<file path="config.mk">
export PLATFORM = sky130hd
export DESIGN_NAME = cp0_ctrl
export DESIGN_NICKNAME = d
export VERILOG_FILES = /design/src/rtl/cp0_ctrl.sv
export SDC_FILE = /design/constraint.sdc
export NUM_CORES = 1
export LEC_CHECK = 0
export CAP_MARGIN = 10
export CORE_ASPECT_RATIO = 0.8
export CORE_MARGIN = 1
export CORE_UTILIZATION = 40
export DETAILED_ROUTE_END_ITERATION = 6
export GPL_TIMING_DRIVEN = 0
export PLACE_DENSITY = 0.76
export SETUP_SLACK_MARGIN = 0.02
export SLEW_MARGIN = 0
export SYNTH_ARGS = -nofsm -noshare
export SYNTH_HDL_FRONTEND = slang
export SYNTH_SLANG_ARGS = --single-unit
</file>
<file path="constraint.sdc">
create_clock -name clk -period 4.8 [get_ports clk]
set_clock_uncertainty 0.15 [all_clocks]
set_input_delay 0.48 -clock clk [delete_from_list [all_inputs] [get_ports clk]]
set_output_delay 0.48 -clock clk [all_outputs]
set_load 0.1 [all_outputs]
</file>
<file path="src/rtl/cp0_ctrl.sv">
// Coprocessor 0: SR/Cause/EPC/PRId registers, interrupt and exception request generation,
// mfc0/mtc0 access and eret EXL clearing.
module cp0_ctrl #(
   parameter logic [31:0] PRID_VAL = 32'h2022_0707
) (
   input  logic        clk,
   input  logic        reset,
   input  logic [4:0]  A1,
   input  logic [4:0]  A2,
   input  logic [31:0] DIn,
   input  logic        WE,
   input  logic [31:0] PC_M,
   input  logic        BD_M,
   input  logic [4:0]  ExcCode_M,
   input  logic [5:0]  HWInt,
   input  logic        EXLClr,
   output logic        Req,
   output logic [31:0] DOut,
   output logic [31:0] EPC_O
);

   localparam logic [4:0] RegSr   = 5'd12;
   localparam logic [4:0] RegCause = 5'd13;
   localparam logic [4:0] RegEpc  = 5'd14;
   localparam logic [4:0] RegPrid = 5'd15;

   logic [5:0]  im_q, im_d;
   logic        exl_q, exl_d;
   logic        ie_q, ie_d;
   logic        bd_q, bd_d;
   logic [5:0]  ip_q, ip_d;
   logic [4:0]  exc_code_q, exc_code_d;
   logic [31:2] epc_q, epc_d;

   logic        int_req;
   logic        exc_req;
   logic [31:0] epc_next;
   logic [31:0] sr_val;
   logic [31:0] cause_val;
   logic [31:0] epc_val;
   logic        unused_epc_low;

   assign int_req = (|(HWInt & im_q)) & ie_q & ~exl_q;
   assign exc_req = (ExcCode_M != 5'd0) & ~exl_q;
   assign Req     = (int_req | exc_req) & ~reset;

   // Delay-slot instructions restart at the branch; subtraction wraps modulo 2^32.
   assign epc_next       = BD_M ? (PC_M - 32'd4) : PC_M;
   assign unused_epc_low = ^epc_next[1:0];

   assign sr_val    = {16'h0000, im_q, 8'h00, exl_q, ie_q};
   assign cause_val = {bd_q, 15'h0000, ip_q, 3'b000, exc_code_q, 2'b00};
   assign epc_val   = {epc_q, 2'b00};
   assign EPC_O     = epc_val;

   always_comb begin
      im_d       = im_q;
      exl_d      = exl_q;
      ie_d       = ie_q;
      bd_d       = bd_q;
      ip_d       = HWInt;
      exc_code_d = exc_code_q;
      epc_d      = epc_q;
      if (Req) begin
         exl_d      = 1'b1;
         bd_d       = BD_M;
         exc_code_d = int_req ? 5'd0 : ExcCode_M;
         epc_d      = epc_next[31:2];
      end else begin
         if (WE) begin
            case (A2)
               RegSr: begin
                  im_d  = DIn[15:10];
                  exl_d = DIn[1];
                  ie_d  = DIn[0];
               end
               RegEpc:  epc_d = DIn[31:2];
               default: ;
            endcase
         end
         // eret overrides an mtc0 to SR for the EXL bit only.
         if (EXLClr) exl_d = 1'b0;
      end
   end

   always_ff @(posedge clk or posedge reset) begin
      if (reset) begin
         im_q       <= 6'd0;
         exl_q      <= 1'b0;
         ie_q       <= 1'b0;
         bd_q       <= 1'b0;
         ip_q       <= 6'd0;
         exc_code_q <= 5'd0;
         epc_q      <= 30'd0;
      end else begin
         im_q       <= im_d;
         exl_q      <= exl_d;
         ie_q       <= ie_d;
         bd_q       <= bd_d;
         ip_q       <= ip_d;
         exc_code_q <= exc_code_d;
         epc_q      <= epc_d;
      end
   end

   always_comb begin
      DOut = 32'd0;
      case (A1)
         RegSr:    DOut = sr_val;
         RegCause: DOut = cause_val;
         RegEpc:   DOut = epc_val;
         RegPrid:  DOut = PRID_VAL;
         default:  DOut = 32'd0;
      endcase
   end

endmodule

</file>
After elaboration in Yosys (flattened, before gate mapping) --
Cells that the tools add are included.
Cells by class: add/sub/neg operators 1, equality and inequality tests 6, mux-type cells 10, bitwise gates (word level) 9, reduce and logical (&&, ||, !) cells 9
Operator list (number):
- one-hot mux 32 bit (4 select lines) | 1
- two-way mux 30 bit | 3
- two-way mux 32 bit | 1
- subtractor 32 x 3 -> 32 bit (second input constant) | 1
- == test 5 x 4 -> 1 bit (second input constant) | 6
- bitwise AND 6 bit | 1
- nonzero test 3 bit | 2
- OR reduction 6 bit | 1
- two-way mux 5 bit | 1
- nonzero test 5 bit | 1
- bitwise AND 1 bit | 4
- two-way mux 1 bit | 4
- AND reduction 2 bit | 2
- nonzero test 2 bit | 2
- NOT 1 bit | 3
- AND reduction 3 bit | 1
- bitwise OR 1 bit | 1
Storage, ports and cells: register bits 50, input port bits 90, output and inout port bits 65, logic and storage cells 42

Depth between registers and ports, before layout --
Gate-level depths: netlist of the first run.
depth in word-level cells 8, mapped depth 7, gate-level depth less buffers 7

Worst setup path after synthesis of the first run --
No wires, ideal clock.
kind flip-flop to output port, from reg epc_q[10] (netlist name), to out DOut[10], arrival time 3195 ps, data required time 4170 ps, path slack 975 ps, cell stages (with the launch flop) 3, buffers on the path 0, cells stage by stage dfrtp_1 -> a211oi_1 -> nor3_1
On the way: longest elaborated chain between the ends 1
RTL lines:
- start, declared | line 33 | logic [31:2] epc_q, epc_d;
- start signal, assigned | line 102 | epc_q <= epc_d;
- one-hot mux 32 bit (4 select lines) | line 108 | case (A1)
- end, declared | line 18 | output logic [31:0] DOut,
Every way passes these cells.

Worst setup path in the final report of the first run --
from in A1[4], to out DOut[26]
On the way: longest elaborated chain between the ends 2, elaborated cells between the ends (all ways) 5, those cells by class eq/ne (4); mux (1)
RTL lines:
- start, declared | line 8 | input logic [4:0] A1,
- == test 5 x 4 -> 1 bit | line 108
- one-hot mux 32 bit (4 select lines) (*) | line 108
Mark *: on every way between the ends. The rest lies on a longest branch, timed or not.

==> impl_metrics.ini, run 1 <==
[die]
rows = 28
io_pins = 155
die_w_um = 103
core_mm2 = 0.00760
dieArea_mm2 = 0.00846
die_y_um = 82.4
initial_core_util_pct = 42.6

[synthesis]
synth-edff-count = 0
ys_warn_count = 0
synthTopCellsByCount = 56 x mux2i_1, 50 x dfrtp_1, 38 x nor2_1
syn_inst = 336
syn-cell-area_mm2 = 0.00324
synth_top_area_cell = dfrtp_1
synth_seq_cells = 50
synthArstFlopShare_pct = 100
syn_avg_cell_area_um2 = 9.63
ys_types = 47
ys_seq_area_share_pct = 38.7
synth.most_common_cell = mux2i_1
ys.flop_type = dfrtp_1
yosysTopAreaCellShare_pct = 38.7
netlist_top_cells_area = dfrtp_1 39%, mux2i_1 17%, xnor2_1 5.7%

[critical_path]
reg2reg_to = epc_q[20]
end_kind = primary output
crit_end = DOut[26]
cp-start-kind = input pin
worst-r2r-setup-slack_ns = 2.59
cp_slowest_stage_delay_ns = 1.13
crit_type = in2out
critPathArrivalTime_ns = 3.61
path_common_cell = clkdlybuf4s50_1
slowest_stage = clkdlybuf4s50_1
critPathRequiredTime_ns = 4.17
path_delay_family = buffers and inverters
cp-startpoint = A1[4]
r2r_cells = 6
worstReg2RegStart = im_q[0]
crit_cells = 8
cp_cell_sequence = clkdlybuf4s50_1 > nand3b_1 > inv_1 > nand2_1 > nor2_1 > clkbuf_1 > and2_1 > clkdlybuf4s50_1
cp.buffers_inverters = 4
critPathMaxFanout = 10

[placed_design]
gp_congestion = 0.835
portBuffers = 148
dpl.hpwl_mm = 8.23
dp_slack_ns = 0.499

[clock_network]
postCtsHoldBufs = 0
clkTransAtPathRegs_ns = 0.10
htreeDepth = 2
cts_max_path_buffers = 2
cts_resized = 0
clock_latency_ns = 0.32
cts_buffers = 5
cts.root.buffer_cell = clkbuf_8
cts_sinks = 50
cts_tree = done
postCtsSetupRepairBufs = 0

[pwr]
cellPowerDensity_mw_per_mm2 = 364
p_clk_share_pct = 14.8
switchingPower_mw = 0.918
max-vdd-ir-drop_uv = 236
p_int_mw = 0.893
switching_share_pct = 50.7
p_leak_nw = 2.20
sequentialPowerShare_pct = 32.1
power_mw = 1.81
power.share.combinational_pct = 53.1

[sta]
fin_crit_ns = 4.24
finalSetupTns_ns = 0
min_period_over_period_pct = 88.3
hold-worst-slack_ns = 0.303
hold_viol = 0
finalSetupViolCount = 0
report.final.slew_viol_count = 0
maxSlewHeadroom_pct = 33.4
rsz0062_at_grt = no
worst_slack_ns = 0.562
fmax_ghz = 0.236
tightest_slew_ns = 0.995

[min_path]
min_from = BD_M
min-delay-path-class = in2reg

[status]
status = finished clean

[routing]
first_pass_iters = 4
viasPerCell = 5.19
detail-route-antenna-nets = 0
wl_per_cell_um = 17.0
drtIter0Drc = 113
drc = 0
dr_total_vias = 3111
wl_mm = 10.2

[global_route]
grt_antenna_before_repair = 0
grt_overflow_total = 0
track_usage_pct = 24.9
grt_max_degree = 29
grt_pass1_wl_mm = 15.8
first_global_vias = 3077

[layout]
area_growth_syn_to_layout_pct = 53.6
n_antenna_cell = 0
drive_gt1_share_pct = 7.09
utilization_pct = 65.4
layout.nets = 584
fillers = 645

[flow_run]
drv_cap = 0
## cell type report
type / count / area [um^2] / share of cell area, %
multi-input combinational: 261 / 1870 / 37.6
timing repair buffer: 149 / 1500 / 30.2
clock inverter: 3 / 28.8 / 0.579
buffer: 19 / 91.3 / 1.84
tap: 105 / 131 / 2.64
sequential: 50 / 1250 / 25.2
clock buffer: 5 / 68.8 / 1.38
inverter: 7 / 26.3 / 0.529
## registers in the layout (all words and copies together), names as in the netlist
register	cells
exl_q	1
epc_q	30
bd_q	1
im_q	6
ie_q	1
ip_q	6
exc_code_q	5
## kinds of logic (layout without fill, tap and decap cells)
group           after synthesis  in the layout  share of synthesized area [%]
compound gates               44             44                           8.55
xor+xnor                     26             26                           7.04
fa+ha+maj                     1              1                          0.387
buf+inv                      26            183                           3.64
flops                        50             50                           38.7
mux                          63             63                           19.8
other cells                   1              2                          0.116
simple gates                125            125                           21.8
## metal layers
metal  vias up  GRT usage, %  share of wire, %
met5         -             0                 0
met4         0          4.57              0.65
met3         7          4.88               7.1
met2       113          41.2                47
met1      1491          34.1                46
li1       1500             -                 -
## layout by cell type (no fill, tap or decap), types with 2 or more instances in the layout
cell,synthesis,layout
or3_1,2,2
xor2_1,5,5
clkbuf_8,0,5
mux2i_1,56,56
buf_1,2,2
a22o_1,5,5
nor4_2,2,2
nand4b_1,2,2
nor2_1,38,38
buf_4,2,2
nor4_4,2,2
nor4_1,6,6
nand4_1,4,4
dfrtp_1,50,50
clkbuf_1,10,10
and2_1,13,13
clkdlybuf4s50_1,0,148
clkinv_4,0,2
nand3_1,3,3
buf_2,4,4
a21oi_1,9,9
nor3_1,16,16
inv_1,7,6
nand2b_1,2,2
conb_1,1,2
o21ai_0,15,15
nand2_1,20,20
nand3b_1,2,2
mux2_2,7,7
a22oi_1,8,8
xnor2_1,21,21
nor2b_1,4,4
## worst min-delay path, delay by kind of cell
family	cells	cell delay [ns]
buffers and inverters	1	0.15
and+or+nand+nor	2	0.10
## stage by stage
| stage | instances | cell area (um^2) |
|---|---|---|
| global placement | 590 | 4850 |
| finish | 599 | 4970 |
| floorplan | 337 | 3240 |
| detailed placement | 591 | 4870 |
| global route | 599 | 4970 |
| CTS | 599 | 4970 |
## power by group through the flow
stage | logic [mW] | registers (mW) | clock network [mW]
floorplan | 0.236 | 1.02 | 0
global placement | 0.951 | 0.586 | 0
detailed placement | 0.964 | 0.589 | 0
CTS | 0.966 | 0.581 | 0.275
global route | 1.00 | 0.594 | 0.293
finish | 0.962 | 0.581 | 0.268
## how the worst min path moves through the flow
stage,slack (ns),cells after the start,to
after global placement,0.31,2,bd_q
after global routing,0.31,3,bd_q
final,0.30,3,bd_q
after floorplan,0.30,2,bd_q
after detailed placement,0.34,2,bd_q
after CTS,0.30,3,bd_q
Note: power is estimated with default switching activity, not from simulation.
==> inputs of run 2 (changes only) <==
CAP_MARGIN = default   (was 10)
CELL_PAD_IN_SITES_DETAIL_PLACEMENT = 1   (was default)
CELL_PAD_IN_SITES_GLOBAL_PLACEMENT = 1   (was default)
CORE_UTILIZATION = 32   (was 40)
PLACE_DENSITY = 0.83   (was 0.76)
==> run 2 against run 1 <==
  * Sequential share of layout area shrank 0.55 points
  * Clock power grew 53%
  * Utilization shrank 13 points
  * Worst hold slack gained 0.034 ns
  * First-iteration DRC count grew 22%
  * Critical endpoint is now DOut[30]
==> impl_metrics.ini, run 2 (synthesis gave the netlist of run 1 again) <==
[pwr]
power.share.combinational_pct = 49.5
p_clk_share_pct = 20.8
p_int_mw = 1.03
max-vdd-ir-drop_uv = 189
cellPowerDensity_mw_per_mm2 = 386
sequentialPowerShare_pct = 29.7
switching_share_pct = 47.4
switchingPower_mw = 0.930
p_leak_nw = 2.23

[layout]
area_growth_syn_to_layout_pct = 57.0
final_cell_mix = 148 x clkdlybuf4s50_1, 56 x mux2i_1, 50 x dfrtp_1
reg_top3 = epc_q x30, im_q x6, ip_q x6
layout_commonest_cell = clkdlybuf4s50_1
largest_register_ff_count = 30
layout.nets = 584
largest-register = epc_q
drive_gt1_share_pct = 7.09
n_antenna_cell = 0

[routing]
drtIter0Drc = 138
wl_mm = 11.5
first_pass_iters = 4
viasPerCell = 4.97
dr_total_vias = 3132
detail-route-antenna-nets = 0
drc = 0
wl_per_cell_um = 18.2

[sta]
hold_viol = 0
worst_slack_ns = 0.268
tightest_slew_ns = 1.03
fin_crit_ns = 4.53
fmax_ghz = 0.221
finalSetupTns_ns = 0
rsz0062_at_grt = no
report.final.slew_viol_count = 0
finalSetupViolCount = 0
maxSlewHeadroom_pct = 30.8
min_period_over_period_pct = 94.4

[placed_design]
gp_congestion = 0.789
dpl.hpwl_mm = 9.30
dp_slack_ns = 0.278
portBuffers = 148

[clock_network]
postCtsHoldBufs = 0
htreeDepth = 2
cts_tree = done
clkTransAtPathRegs_ns = 0.06
cts.root.buffer_cell = clkbuf_16
cts_sinks = 50
cts_buffers = 5
cts_max_path_buffers = 2
clock_latency_ns = 0.29
postCtsSetupRepairBufs = 0
cts_resized = 0

[critical_path]
critPathMaxFanout = 10
cp_cell_sequence = clkdlybuf4s50_1 > nand3b_1 > inv_1 > nand2_1 > nor2_1 > clkbuf_1 > and2_1 > clkdlybuf4s50_1
path_common_cell = clkdlybuf4s50_1
end_kind = primary output
crit_type = in2out
cp_slowest_stage_delay_ns = 1.17
critPathRequiredTime_ns = 4.17
cp-start-kind = input pin
slowest_stage = clkdlybuf4s50_1
critPathArrivalTime_ns = 3.90

[die]
rows = 32
io_pins = 155
initial_core_util_pct = 33.3
core_mm2 = 0.00973
die_w_um = 114
dieArea_mm2 = 0.0105
die_y_um = 91.9

[global_route]
first_global_vias = 3374
track_usage_pct = 22.2
grt_overflow_total = 0
grt_antenna_before_repair = 0
grt_pass1_wl_mm = 17.9
grt_max_degree = 27

[status]
status = finished clean

[min_path]
min-delay-path-class = reg2reg

[flow_run]
drv_cap = 0
## run 2: area by class of cell
type	count	area (um^2)
flip-flops and latches	50	1250
fillers	1112	4650
clock buffers	5	125
repair buffers	149	1500
well taps	136	170
clock inverters	3	43.8
plain buffers	19	91.3
multi-input cells	261	1870
inverters	7	26.3
## run 2: path summary, 6_finish.rpt
path | depth (start not counted) | end | slack (ns) | startpoint
hold reg to reg | 2 | bd_q | 0.34 | bd_q
setup / recovery | 8 | DOut[30] | 0.27 | A1[4]
max in group asynchronous | 3 | exc_code_q[4] | 3.42 | reset
hold / removal | 2 | bd_q | 0.34 | bd_q
min in group asynchronous | 2 | im_q[0] | 0.52 | reset
setup reg to reg | 6 | epc_q[14] | 2.42 | im_q[3]
## run 2: layer usage
layer	share of wire (%)	track usage, %	up-vias
li1	-	-	1497
met1	45	29.2	1531
met2	50	39.1	102
met3	5.3	3.77	2
met4	0.29	2.49	0
met5	0	0	-
## run 2: through the flow
stage / utilization, % / power, mW / std cells / hold slack (ns) / cell area (um^2)
after floorplan: - / 1.26 / 337 / 0.296 / 3240
after global placement: 50.3 / 1.54 / 621 / 0.311 / 4890
after detailed placement: 50.5 / 1.56 / 622 / 0.321 / 4910
after CTS: 52.2 / 1.98 / 630 / 0.338 / 5080
after global routing: 52.2 / 2.04 / 630 / 0.355 / 5080
final: 52.2 / 1.96 / 630 / 0.337 / 5080
## run 2: power groups by stage
stage / Clock, mW / Sequential (mW) / Combinational [mW]
global placement: 0 / 0.585 / 0.956
global route: 0.432 / 0.596 / 1.01
finish: 0.409 / 0.583 / 0.971
detailed placement: 0 / 0.590 / 0.973
floorplan: 0 / 1.02 / 0.236
CTS: 0.416 / 0.583 / 0.976
## run 2: critical path: cells and delay by family
kind | cells | cell delay, ns
buffers and inverters | 4 | 2.21
AND/OR/NAND/NOR | 4 | 1.20
